$ cat src/rtl/coreriscv_axi4_mmio_tl_to_axi4.sv
// Uncached TileLink acquire/grant to AXI4 MMIO master bridge, one transaction in flight.
// Define CORERISCV_AXI4_MMIO_BUS_ERROR_EN to add the sticky bus_error output.
module coreriscv_axi4_mmio_tl_to_axi4 (
  input  logic        clk,
  input  logic        reset,
  output logic        acq_ready,
  input  logic        acq_valid,
  input  logic [25:0] acq_addr_block,
  input  logic [1:0]  acq_client_xact_id,
  input  logic [2:0]  acq_addr_beat,
  input  logic        acq_is_builtin_type,
  input  logic [2:0]  acq_a_type,
  input  logic [11:0] acq_union,
  input  logic [63:0] acq_data,
  input  logic        gnt_ready,
  output logic        gnt_valid,
  output logic [2:0]  gnt_addr_beat,
  output logic [1:0]  gnt_client_xact_id,
  output logic        gnt_manager_xact_id,
  output logic        gnt_is_builtin_type,
  output logic [3:0]  gnt_g_type,
  output logic [63:0] gnt_data,
  output logic        aw_valid,
  input  logic        aw_ready,
  output logic [1:0]  aw_id,
  output logic [31:0] aw_addr,
  output logic [7:0]  aw_len,
  output logic [2:0]  aw_size,
  output logic [1:0]  aw_burst,
  output logic        w_valid,
  input  logic        w_ready,
  output logic [63:0] w_data,
  output logic [7:0]  w_strb,
  output logic        w_last,
  input  logic        b_valid,
  output logic        b_ready,
  input  logic [1:0]  b_id,
  input  logic [1:0]  b_resp,
  output logic        ar_valid,
  input  logic        ar_ready,
  output logic [1:0]  ar_id,
  output logic [31:0] ar_addr,
  output logic [7:0]  ar_len,
  output logic [2:0]  ar_size,
  output logic [1:0]  ar_burst,
  input  logic        r_valid,
  output logic        r_ready,
  input  logic [1:0]  r_id,
  input  logic [63:0] r_data,
  input  logic [1:0]  r_resp,
  input  logic        r_last
`ifdef CORERISCV_AXI4_MMIO_BUS_ERROR_EN
  ,
  output logic        bus_error
`endif
);

  localparam int unsigned ADDR_W = 32;
  localparam int unsigned DATA_W = 64;
  localparam int unsigned STRB_W = 8;
  localparam int unsigned ID_W   = 2;
  localparam int unsigned BEAT_W = 3;

  typedef enum logic [2:0] {S_IDLE, S_AR, S_R, S_AW, S_W, S_B, S_NAK} state_t;

  state_t              state_q;
  logic [BEAT_W-1:0]   cnt_q;
  logic [ID_W-1:0]     id_q;
  logic [2:0]          type_q;
  logic [ADDR_W-1:0]   addr_q;
  logic [DATA_W-1:0]   data_q;
  logic [STRB_W-1:0]   strb_q;
  logic                aw_done_q;
  logic                w_done_q;

  logic is_block, acq_ok;
  logic acq_fire, ar_fire, aw_fire, w_fire, r_fire, b_fire;
  logic aw_seen, w_seen;
  logic [ADDR_W-1:0] axi_addr;

  assign is_block = type_q[0];
  assign acq_ok   = acq_is_builtin_type && (acq_a_type <= 3'd3);
  assign axi_addr = is_block ? {addr_q[ADDR_W-1:6], 6'b000000} : addr_q;

  assign acq_fire = acq_valid & acq_ready;
  assign ar_fire  = ar_valid & ar_ready;
  assign aw_fire  = aw_valid & aw_ready;
  assign w_fire   = w_valid & w_ready;
  assign r_fire   = r_valid & r_ready;
  assign b_fire   = b_valid & b_ready;
  assign aw_seen  = aw_done_q | aw_fire;
  assign w_seen   = w_done_q | w_fire;

  // Channel decode; R and B pass straight through to the grant channel.
  always_comb begin
    acq_ready           = 1'b0;
    gnt_valid           = 1'b0;
    gnt_addr_beat       = '0;
    gnt_client_xact_id  = id_q;
    gnt_manager_xact_id = 1'b0;
    gnt_is_builtin_type = 1'b1;
    gnt_g_type          = 4'd3;
    gnt_data            = '0;
    ar_valid            = 1'b0;
    ar_id               = id_q;
    ar_addr             = axi_addr;
    ar_len              = is_block ? 8'd7 : 8'd0;
    ar_size             = 3'd3;
    ar_burst            = 2'b01;
    aw_valid            = 1'b0;
    aw_id               = id_q;
    aw_addr             = axi_addr;
    aw_len              = is_block ? 8'd7 : 8'd0;
    aw_size             = 3'd3;
    aw_burst            = 2'b01;
    w_valid             = 1'b0;
    w_data              = data_q;
    w_strb              = strb_q;
    w_last              = ~is_block;
    b_ready             = 1'b0;
    r_ready             = 1'b0;
    case (state_q)
      S_IDLE: acq_ready = 1'b1;
      S_AR:   ar_valid  = 1'b1;
      S_R: begin
        gnt_valid     = r_valid;
        r_ready       = gnt_ready;
        gnt_data      = r_data;
        gnt_g_type    = is_block ? 4'd5 : 4'd4;
        gnt_addr_beat = is_block ? cnt_q : addr_q[5:3];
      end
      S_AW: begin
        aw_valid = ~aw_done_q;
        w_valid  = ~w_done_q;
      end
      S_W: begin
        aw_valid  = ~aw_done_q;
        w_valid   = acq_valid & ~w_done_q;
        acq_ready = w_ready & ~w_done_q;
        w_data    = acq_data;
        w_strb    = acq_union[8:1];
        w_last    = (cnt_q == 3'd7);
      end
      S_B: begin
        gnt_valid = b_valid;
        b_ready   = gnt_ready;
      end
      S_NAK: gnt_valid = 1'b1;
      default: ;
    endcase
  end

  // Sequencing, beat counter and request latches.
  always_ff @(posedge clk or negedge reset) begin
    if (!reset) begin
      state_q   <= S_IDLE;
      cnt_q     <= '0;
      id_q      <= '0;
      type_q    <= '0;
      addr_q    <= '0;
      data_q    <= '0;
      strb_q    <= '0;
      aw_done_q <= 1'b0;
      w_done_q  <= 1'b0;
    end else begin
      case (state_q)
        S_IDLE: if (acq_fire) begin
          id_q      <= acq_client_xact_id;
          type_q    <= acq_a_type;
          addr_q    <= {acq_addr_block, acq_addr_beat, 3'b000};
          data_q    <= acq_data;
          strb_q    <= acq_union[8:1];
          cnt_q     <= '0;
          aw_done_q <= 1'b0;
          w_done_q  <= 1'b0;
          if (!acq_ok)            state_q <= S_NAK;
          else if (acq_a_type[1]) state_q <= S_AW;
          else                    state_q <= S_AR;
        end
        S_AR: if (ar_fire) state_q <= S_R;
        S_R: if (r_fire) begin
          cnt_q <= cnt_q + 3'd1;
          if (r_last) state_q <= S_IDLE;
        end
        S_AW: begin
          aw_done_q <= aw_seen;
          w_done_q  <= w_seen;
          if (is_block) begin
            if (w_seen) begin
              state_q  <= S_W;
              cnt_q    <= 3'd1;
              w_done_q <= 1'b0;
            end
          end else if (aw_seen && w_seen) begin
            state_q <= S_B;
          end
        end
        S_W: begin
          if (aw_fire) aw_done_q <= 1'b1;
          if (w_fire) begin
            cnt_q <= cnt_q + 3'd1;
            if (w_last) w_done_q <= 1'b1;
          end
          if (aw_seen && (w_done_q || (w_fire && w_last))) state_q <= S_B;
        end
        S_B:   if (b_fire) state_q <= S_IDLE;
        S_NAK: if (gnt_ready) state_q <= S_IDLE;
        default: state_q <= S_IDLE;
      endcase
    end
  end

`ifdef CORERISCV_AXI4_MMIO_BUS_ERROR_EN
  // Sticky error: bad AXI response or unsupported acquire.
  always_ff @(posedge clk or negedge reset) begin
    if (!reset) begin
      bus_error <= 1'b0;
    end else if ((r_fire && r_resp != 2'b00) || (b_fire && b_resp != 2'b00) ||
                 (state_q == S_IDLE && acq_fire && !acq_ok)) begin
      bus_error <= 1'b1;
    end
  end

  logic unused_inputs;
  assign unused_inputs = ^{r_id, b_id, acq_union[11:9], acq_union[0]};
`else
  logic unused_inputs;
  assign unused_inputs = ^{r_id, b_id, r_resp, b_resp, acq_union[11:9], acq_union[0]};
`endif

endmodule

$ cat config.mk
export PLATFORM = sky130hd
export DESIGN_NAME = coreriscv_axi4_mmio_tl_to_axi4
export DESIGN_NICKNAME = d
export VERILOG_FILES = /design/src/rtl/coreriscv_axi4_mmio_tl_to_axi4.sv
export SDC_FILE = /design/constraint.sdc
export NUM_CORES = 1
export LEC_CHECK = 0
export CAP_MARGIN = 10
export CORE_AREA = 2 2 171 173
export CTS_BUF_LIST = sky130_fd_sc_hd__clkbuf_8
export DETAILED_ROUTE_END_ITERATION = 16
export DIE_AREA = 0 0 173 175
export MAX_ROUTING_LAYER = met4
export PLACE_DENSITY = 0.63
export SKIP_CTS_REPAIR_TIMING = 1
export SYNTH_ARGS = -nofsm -noshare
export SYNTH_HDL_FRONTEND = slang
export SYNTH_SLANG_ARGS = --single-unit
$ cat constraint.sdc
create_clock -name clk -period 2.4 [get_ports clk]
set_input_delay 0.48 -clock clk [delete_from_list [all_inputs] [get_ports clk]]
set_output_delay 0.48 -clock clk [all_outputs]
set_load 0.01 [all_outputs]
==> flow_summary.toml, run 1 <==
[worst_setup_path]
crit_slowest_cell = "dfrtp_1"
reg2reg_to = "cnt_q[0]$_DFFE_PN0P_"
critPathLaunch = "state_q[2]$_DFFE_PN0P_"
cp_max_fo = 5
r2r_start = "state_q[1]$_DFFE_PN0P_"
worstPathCellList = "inv_2, nor3_4, buf_6, buf_4, buf_4, nand2_1, nand2_1, clkbuf_2"
crit_required_ns = 1.92
critPathCaptureType = "output port"
start_kind = "flop"
worstSetupEndpoint = "w_data[54]"
worstRegToRegCells = 8
path_class = "flop to output port"
max_stage_delay_ns = 0.44
crit_arrival_ns = 1.86
timing.reg2reg.setup_slack_ns = 0.35

[logic_synthesis]
yosysSeqAreaShare = 0.4237
synth_area_um2 = 6615
ys_warn_count = 0
synth_area_per_cell_um2 = 9.175
ys_ff_latch = 112
yosysUniqueCellTypes = 36
synthCells = 721

[sta]
hold_violations = 0
fin_worst_skew_ns = 0.01906
setup_viol = 0
drv_slew = 0
fin_crit_ns = 2.343
finalCritPeriodShare = 0.9763
max_freq_mhz = 426.8
fin_ws_ns = 0.05688
grt_setup_unrepaired = "yes"
setup_tns_ns = 0

[routing]
drt-total-wl_mm = 23.43
route.met2.wl_mm = 12.34
drt_iter0_markers = 315
drc = 0
wire_per_inst_um = 16.07
via_per_inst = 4.152
dr.pass1.iters = 4
num_vias = 6054
highest_layer = "met4"
met3RoutedLength_mm = 1.515
ant_nets = 0
met1Wirelength_mm = 9.325

[placement]
placed_area_um2 = 10680
dpl.cell_count = 1429
io_buffers = 400
place_congestion = 0.8393
pre_cts_ws_ns = 0.01025
hpwl_mm = 17.19

[floorplanning]
die_area_um2 = 30280
std_cell_rows = 62
fp.dieW_um = 173
start_util = 0.2330
boundaryPins = 442
coreArea_um2 = 28390
die_y_um = 175

[cts]
clkLatencyLatePin_ns = 0.40
clock_sinks = 112
cts_made_buffers = 9
clk_pin_slew_ns = 0.12
clock_path_buffers = 2
cts_tree = "built"
clockRootBuffer = "clkbuf_8"
htreeDepth = 3

[finish]
antenna_cells = 0
drive_gt1_frac = 0.1909
num-nets-final = 1264
fillCellCount = 2782
stdcell_count = 1458
area_delta_synth_final_pct = 72.01
fin_area_um2 = 11380

[power_and_ir_drop]
powerDensity_nw_per_um2 = 1214
ir_drop_uv = 585.3
power.leakage_nw = 6.592
total_power_mw = 13.82

[worst_hold_path]
hold_depth = 1
min_from = "data_q[59]$_DFFE_PN0P_"
hold_class = "flop to flop"

[global_route]
antenna_found_initial = 0
grtUsageTotal = 0.1464
first_global_vias = 6009
overflow = 0
grt_pass1_wl_mm = 34.01
grt_max_degree = 69

[job]
max_cap_violations = 0

[outcome]
outcome = "completed"
-- where the power goes --
| part | leakage [nW] | switching, mW | internal, mW | total (mW) |
|---|---|---|---|---|
| logic | 5.17 | 4.04 | 5.10 | 9.14 |
| registers | 1.32 | 0.614 | 2.85 | 3.46 |
| clock network | 0.0963 | 0.794 | 0.420 | 1.21 |
| total | 6.59 | 5.45 | 8.37 | 13.8 |
-- kinds of logic (layout without fill, tap and decap cells) --
family | after synthesis | after routing | share of synthesized area
buffers and inverters | 138 | 464 | 0.1381
and+or+nand+nor | 330 | 330 | 0.2221
AOI/OAI and AO/OA | 28 | 28 | 0.02667
muxes | 109 | 109 | 0.1846
other | 2 | 29 | 0.001135
DFF | 112 | 112 | 0.4237
adders and majority gates | 2 | 2 | 0.003782
-- synth_stat cells --
library cell / instances / share of area
nand2_1: 226 / 0.13
dfrtp_1: 112 / 0.42
mux2_2: 104 / 0.18
buf_4: 101 / 0.11
and2_1: 65 / 0.061
clkbuf_1: 19 / 0.011
buf_2: 12 / 0.0091
nor2_1: 11 / 0.0062
a21oi_1: 9 / 0.0068
nand3_1: 6 / 0.0045
o21ai_0: 6 / 0.0045
mux2i_1: 5 / 0.0076
nor2b_1: 5 / 0.0047
inv_1: 4 / 0.0023
nand2b_1: 4 / 0.0038
nor3_1: 4 / 0.0030
a31oi_1: 3 / 0.0028
o211ai_1: 3 / 0.0034
a32oi_1: 2 / 0.0026
conb_1: 2 / 0.0011
ha_1: 2 / 0.0038
nand3b_1: 2 / 0.0023
a21boi_0: 1 / 0.0011
a21o_1: 1 / 0.0011
and3_1: 1 / 0.00095
and3b_1: 1 / 0.0013
clkbuf_2: 1 / 0.00076
inv_2: 1 / 0.00057
nor2_2: 1 / 0.00095
nor2_4: 1 / 0.0017
nor4_1: 1 / 0.00095
o211a_1: 1 / 0.0015
o221ai_1: 1 / 0.0013
o31a_1: 1 / 0.0013
or2_2: 1 / 0.00095
or3_1: 1 / 0.00095
-- critical path, delay by kind of cell, from the launching register on --
kind | cells | cell delay, ns
simple gates | 3 | 0.40
buf+inv | 5 | 0.63
flops | 1 | 0.44
-- cells in the final DEF (no fill, tap or decap), types with 2 or more instances in the layout --
| cell type | Yosys | final |
|---|---|---|
| clkinvlp_4 | 0 | 2 |
| buf_12 | 0 | 14 |
| clkdlybuf4s50_1 | 0 | 250 |
| dfrtp_1 | 112 | 109 |
| o211ai_1 | 3 | 3 |
| buf_2 | 12 | 12 |
| nand2b_1 | 4 | 4 |
| nand2_1 | 226 | 225 |
| o21ai_0 | 6 | 6 |
| ha_1 | 2 | 2 |
| inv_1 | 4 | 3 |
| clkinv_8 | 0 | 2 |
| mux2_2 | 104 | 104 |
| nor2b_2 | 0 | 4 |
| and2_1 | 65 | 65 |
| mux2i_1 | 5 | 5 |
| dfrtp_2 | 0 | 3 |
| nand3_1 | 6 | 5 |
| a21oi_1 | 9 | 9 |
| clkbuf_8 | 0 | 9 |
| buf_6 | 0 | 11 |
| a32oi_1 | 2 | 2 |
| clkbuf_2 | 1 | 8 |
| clkbuf_16 | 0 | 4 |
| dlymetal6s2s_1 | 0 | 122 |
| clkinv_4 | 0 | 2 |
| a31oi_1 | 3 | 3 |
| nor3_1 | 4 | 3 |
| conb_1 | 2 | 29 |
| buf_4 | 101 | 20 |
| nand3b_1 | 2 | 2 |
| nor2_1 | 11 | 11 |
| nor2_4 | 1 | 2 |
-- how the worst min path moves through the flow --
stage,to,slack (ns)
CTS,addr_q[14]$_DFFE_PN0P_,-0.03
floorplan,addr_q[10]$_DFFE_PN0P_,0.18
detailed placement,addr_q[14]$_DFFE_PN0P_,0.44
global route,data_q[56]$_DFFE_PN0P_,0.53
finish,data_q[59]$_DFFE_PN0P_,0.52
global placement,addr_q[14]$_DFFE_PN0P_,0.44
-- per-layer routing --
layer,up-vias,global-route usage
met1,2881,0.1677
met2,262,0.2580
met5,-,-
met4,0,0.03425
li1,2892,-
met3,19,0.03547
-- through the flow --
stage / hold slack, ns / util
floorplan: 0.1844 / -
global placement: 0.4393 / 0.3761
detailed placement: 0.4368 / 0.3761
CTS: -0.02519 / 0.3834
global route: 0.5304 / 0.4008
finish: 0.5168 / 0.4008
-- registers in the layout (all words and copies together), names as in the netlist --
register,flops
data_q,64
addr_q,29
strb_q,8
cnt_q,3
state_q,3
ar_id,2
aw_done_q,1
type_q,1
w_done_q,1
-- cell type report --
type                       instances  area (um^2)  share of cell area
inverter                           5        23.77            0.002089
clock buffer                       9        123.9             0.01089
timing repair buffer             443         4821              0.4237
clock inverter                     7        83.83            0.007368
multi-input combinational        498         3039              0.2671
tap                              384        480.5             0.04223
sequential                       112         2806              0.2466
(Power assumes the default switching activity.)
==> run 2, diff against run 1 <==
--- a/config.mk
+++ b/config.mk
@@ -6,13 +6,14 @@
 export NUM_CORES = 1
 export LEC_CHECK = 0
 export CAP_MARGIN = 10
-export CORE_AREA = 2 2 171 173
+export CORE_AREA = 2 2 173 175
 export CTS_BUF_LIST = sky130_fd_sc_hd__clkbuf_8
 export DETAILED_ROUTE_END_ITERATION = 16
-export DIE_AREA = 0 0 173 175
+export DIE_AREA = 0 0 175 177
 export MAX_ROUTING_LAYER = met4
-export PLACE_DENSITY = 0.63
+export PLACE_DENSITY = 0.62
 export SKIP_CTS_REPAIR_TIMING = 1
+export SLEW_MARGIN = 10
 export SYNTH_ARGS = -nofsm -noshare
 export SYNTH_HDL_FRONTEND = slang
 export SYNTH_SLANG_ARGS = --single-unit
==> run 2 against run 1 <==
Against the previous run:
- the flow now finishes with violations (setup timing)
- sequential cell count unchanged
- first-iteration DRC count decreased by 28%
- core utilization shrank 1.2 points
- non-clock buffer count is 2 lower
- critical endpoint is now w_data[60]
- via count about the same
- sequential share of layout area hardly changed
- die area is 2.3% higher
- worst hold slack got worse by 0.43 ns
- routed wire length shrank 0.36%
- worst setup slack worse by 0.099 ns
- register-to-register slack got worse by 0.03 ns
- design area hardly changed
==> flow_summary.toml, run 2 (synthesis gave the netlist of run 1 again) <==
[floorplanning]
die_area_um2 = 30980
die_y_um = 177
fp.dieW_um = 175
start_util = 0.2262
coreArea_um2 = 29240
std_cell_rows = 63
boundaryPins = 442

[worst_setup_path]
cp_max_fo = 11
worstRegToRegCells = 7
timing.reg2reg.setup_slack_ns = 0.32
path_class = "flop to output port"
start_kind = "flop"
crit_required_ns = 1.92
crit_arrival_ns = 1.96
r2r_start = "state_q[0]$_DFFE_PN0P_"
reg2reg_to = "data_q[5]$_DFFE_PN0P_"
critPathCaptureType = "output port"

[placement]
hpwl_mm = 16.35
dpl.cell_count = 1433
placed_area_um2 = 10650
place_congestion = 0.8810
io_buffers = 400

[finish]
area_delta_synth_final_pct = 71.97
largest-register = "data_q"
final_cell_mix = "clkdlybuf4s50_1 (251), nand2_1 (225), dlymetal6s2s_1 (129)"
stdcell_count = 1461
top_regs = "data_q (64), addr_q (29), strb_q (8)"
num-nets-final = 1262
final_common_cell = "clkdlybuf4s50_1"
antenna_cells = 0
fin_area_um2 = 11380
fillCellCount = 2936
multi_input_area_um2 = 3049
drive_gt1_frac = 0.1811
largest_register_ffs = 64
regArea_um2 = 2805

[global_route]
antenna_found_initial = 0
first_global_vias = 5857
overflow = 0
grt_pass1_wl_mm = 32.96
grtUsageTotal = 0.1386
grt_max_degree = 75

[worst_hold_path]
hold_class = "primary input to async pin"

[cts]
clock_path_buffers = 2
clkLatencyLatePin_ns = 0.39
clock_sinks = 112
cts_made_buffers = 9
htreeDepth = 3
clockRootBuffer = "clkbuf_8"
clk_pin_slew_ns = 0.12
cts_tree = "built"

[routing]
drt-total-wl_mm = 23.35
wire_per_inst_um = 15.98
drt_iter0_markers = 226
num_vias = 6049
ant_nets = 0
dr.pass1.iters = 4
via_per_inst = 4.140
drc = 0

[sta]
hold_violations = 0
grt_setup_unrepaired = "yes"
setup_viol = 12
drv_slew = 0
fin_ws_ns = -0.04170
fin_crit_ns = 2.442
max_slew_margin = 0.6238
max_freq_mhz = 409.6
worst_slew_pin_slew_ns = 0.5644
fin_worst_skew_ns = 0.01584
finalCritPeriodShare = 1.017
holdWs_ns = 0.08613

[power_and_ir_drop]
ir_drop_uv = 519.1
powerDensity_nw_per_um2 = 1219
power.leakage_nw = 6.644

[outcome]
outcome = "finished, violations left"
violations = "setup timing"

[job]
max_cap_violations = 0
[run 2: cell types whose count changed in the layout (fill, tap and decap cells not counted), moves of 2 or more]
cell	previous run	this run
buf_12	14	11
dlymetal6s2s_1	122	129
buf_6	11	9
clkinv_8	2	0
clkbuf_2	8	11
nor2b_2	4	2
buf_2	12	5
[run 2: worst max-delay path, cell delays in order (launching register included)]
cell and delay (ns):
dfrtp_2 0.47, buf_4 0.15, nor2_4 0.13, nand2_4 0.10, buf_6 0.15, buf_4 0.13
clkbuf_16 0.17, nand2_1 0.07, nand2_1 0.06, buf_2 0.14
[run 2: area by class of cell]
type,count,area share
multi-input cells,498,0.2680
inverters,5,0.002310
repair buffers,441,0.4222
well taps,390,0.04289
clock inverters,5,0.005829
clock buffers,10,0.01210
flip-flops and latches,112,0.2466
[run 2: power breakdown]
part	switching [mW]	leakage (nW)	internal, mW	total, mW
clock network	0.725	0.100	0.519	1.24
registers	0.583	1.32	2.85	3.43
logic	4.11	5.22	5.08	9.19
total	5.42	6.64	8.45	13.9
[run 2: per-stage QoR]
step / power [mW] / TNS [ns] / setup slack, ns / utilization
finish: 13.87 / -0.2714 / -0.04170 / 0.3890
global route: 14.87 / -1.869 / -0.2216 / 0.3890
CTS: 13.95 / -41.94 / -0.3860 / 0.3710
detailed placement: 12.62 / 0 / 0.09111 / 0.3641
global placement: 12.52 / 0 / 0.1034 / 0.3641
floorplan: 8.282 / 0 / 0.3614 / -
[run 2: worst max path at each step]
| stage | endpoint | slack, ns | cells after the start | start |
|---|---|---|---|---|
| floorplan | gnt_data[0] | 0.36 | 7 | state_q[2]$_DFFE_PN0P_ |
| global placement | gnt_data[40] | 0.10 | 6 | state_q[2]$_DFFE_PN0P_ |
| detailed placement | gnt_data[18] | 0.09 | 6 | state_q[0]$_DFFE_PN0P_ |
| CTS | gnt_data[18] | -0.39 | 6 | state_q[0]$_DFFE_PN0P_ |
| global route | gnt_valid | -0.22 | 5 | state_q[1]$_DFFE_PN0P_ |
| finish | w_data[60] | -0.04 | 9 | state_q[0]$_DFFE_PN0P_ |
[run 2: per-layer routing]
| metal | up-vias | GRT usage | share of wire | wire length, um |
|---|---|---|---|---|
| li1 | 2887 | - | - | - |
| met1 | 2888 | 0.1773 | 0.44 | 10380 |
| met2 | 253 | 0.2207 | 0.48 | 11180 |
| met3 | 21 | 0.03351 | 0.064 | 1487 |
| met4 | 0 | 0.03507 | 0.013 | 308 |
| met5 | - | - | 0 | 0 |
==> run 3, diff against run 2 <==
--- a/config.mk
+++ b/config.mk
@@ -11,7 +11,6 @@
 export DETAILED_ROUTE_END_ITERATION = 16
 export DIE_AREA = 0 0 175 177
 export MAX_ROUTING_LAYER = met4
-export PLACE_DENSITY = 0.62
 export SKIP_CTS_REPAIR_TIMING = 1
 export SLEW_MARGIN = 10
 export SYNTH_ARGS = -nofsm -noshare
==> run 3 against run 2 <==
Against the previous run:
- the run still ends with setup timing left
- combinational power decreased by 0.5%
- register-to-register slack improved by 0.04 ns
- non-clock buffer count decreased by 2
- design area increased by 0.22%
- sequential cell count unchanged
- die area unchanged
- global-route usage increased by 0.29 points
- largest power group unchanged
==> flow_summary.toml, run 3 (synthesis gave the netlist of run 1 again) <==
[outcome]
outcome = "finished, violations left"
violations = "setup timing"

[floorplanning]
die_y_um = 177
start_util = 0.2262
fp.dieW_um = 175
coreArea_um2 = 29240
die_area_um2 = 30980
boundaryPins = 442
std_cell_rows = 63

[worst_setup_path]
cp_max_fo = 34
path_class = "flop to output port"
max_stage_delay_ns = 0.55
critPathCaptureType = "output port"
crit_slowest_cell = "clkdlybuf4s50_1"
crit_arrival_ns = 2.16
start_kind = "flop"
crit_required_ns = 1.92
worstPathCellList = "inv_1, nand3_1, inv_4, clkbuf_16, and2_1, clkdlybuf4s50_1"

[routing]
drt-total-wl_mm = 23.19
wire_per_inst_um = 15.87
via_per_inst = 4.151
drc = 0
ant_nets = 0
num_vias = 6064
dr.pass1.iters = 4
drt_iter0_markers = 286

[sta]
worst_slew_pin_slew_ns = 0.7947
fin_worst_skew_ns = 0.01271
finalCritPeriodShare = 1.099
grt_setup_unrepaired = "yes"
fin_crit_ns = 2.638
max_slew_margin = 0.4702
drv_slew = 0
setup_tns_ns = -2.570
fin_ws_ns = -0.2379
max_freq_mhz = 379.1
hold_violations = 0
setup_viol = 13

[finish]
multi_input_area_um2 = 3035
num-nets-final = 1260
area_delta_synth_final_pct = 72.35
fin_area_um2 = 11400
drive_gt1_frac = 0.1617
largest-register = "data_q"
top_regs = "data_q (64), addr_q (29), strb_q (8)"
regArea_um2 = 2805
final_common_cell = "clkdlybuf4s50_1"
fin_util = 0.3899
fillCellCount = 2925
final_cell_mix = "clkdlybuf4s50_1 (263), nand2_1 (225), dlymetal6s2s_1 (133)"
largest_register_ffs = 64

[cts]
cts_made_buffers = 9
cts_tree = "built"
clkLatencyLatePin_ns = 0.38
htreeDepth = 3
clock_path_buffers = 2
clk_pin_slew_ns = 0.12
clockRootBuffer = "clkbuf_8"
clock_sinks = 112

[power_and_ir_drop]
intPower_mw = 8.511
comb_power_share = 0.661
p_sw_mw = 5.309
p_clk_frac = 0.089
powerDensity_nw_per_um2 = 1212
ir_drop_uv = 529.9
total_power_mw = 13.82
power.leakage_nw = 6.596
swShare = 0.3841
power_frac_seq = 0.250

[placement]
io_buffers = 400
hpwl_mm = 16.27
placed_area_um2 = 10660
pre_cts_ws_ns = 0.1025
place_congestion = 0.8320

[global_route]
grt_pass1_wl_mm = 33.62
grtUsageTotal = 0.1416
first_global_vias = 6002
antenna_found_initial = 1
grt_max_degree = 113
overflow = 0

[job]
max_cap_violations = 0

[worst_hold_path]
hold_class = "primary input to async pin"
==> run 3: cell types whose count changed in the layout (fill, tap and decap cells not counted), sizes merged, moves of 2 or more <==
cell and change:
clkdlybuf4s50 +12, buf -10, clkbuf -8, dlymetal6s2s +4
inv +2
==> run 3: layout make-up <==
| cell class | instances | area share |
|---|---|---|
| multi-input cells | 498 | 0.2662 |
| clock inverters | 6 | 0.005926 |
| well taps | 390 | 0.04280 |
| repair buffers | 439 | 0.4248 |
| diodes | 1 | 0.0002195 |
| clock buffers | 10 | 0.01207 |
| inverters | 5 | 0.001866 |
| flip-flops and latches | 112 | 0.2460 |
==> run 3: worst max-delay path: cells and delay by family (launching register included) <==
kind | cells | cell delay (ns)
AND/OR/NAND/NOR | 2 | 0.28
buffers and inverters | 4 | 1.02
flip-flops | 1 | 0.47
==> run 3: through the flow <==
step | instances | hold WS [ns]
final | 1461 | 0.05703
after global routing | 1461 | 0.1212
after CTS | 1449 | 0.1670
after detailed placement | 1433 | 0.4930
after global placement | 1433 | 0.4810
after floorplan | 748 | 0.1844
==> run 3: power by group through the flow <==
stage                     Sequential (mW)  Combinational [mW]  Clock [mW]
after floorplan                      3.32                4.96           0
after global placement               3.46                9.13           0
after detailed placement             3.51                9.16           0
after CTS                            3.47                9.20        1.32
after global routing                 3.60                9.89        1.38
final                                3.46                9.14        1.22
==> run 3: worst paths after layout <==
kind                                         from                      to  slack [ns]  depth (start not counted)
max reg2reg                state_q[1]$_DFFE_PN0P_   addr_q[9]$_DFFE_PN0P_        0.36                          8
max in group asynchronous                   reset  addr_q[19]$_DFFE_PN0P_        1.63                          2
max                        state_q[0]$_DFFE_PN0P_            gnt_data[28]       -0.24                          6
min in group clk            addr_q[3]$_DFFE_PN0P_   addr_q[3]$_DFFE_PN0P_        0.51                          1
min reg2reg                 addr_q[3]$_DFFE_PN0P_   addr_q[3]$_DFFE_PN0P_        0.51                          1
min                                         reset  data_q[36]$_DFFE_PN0P_        0.06                          2
==> run 3: per-layer routing <==
metal  share of wire  wire length [um]  vias to the layer above  GRT usage
met4           0.016               361                        0    0.03403
li1                -                 -                     2890          -
met3           0.064              1479                       24    0.03587
met1            0.44             10190                     2915     0.1800
met2            0.48             11160                      235     0.2261
met5               0                 0                        -          -
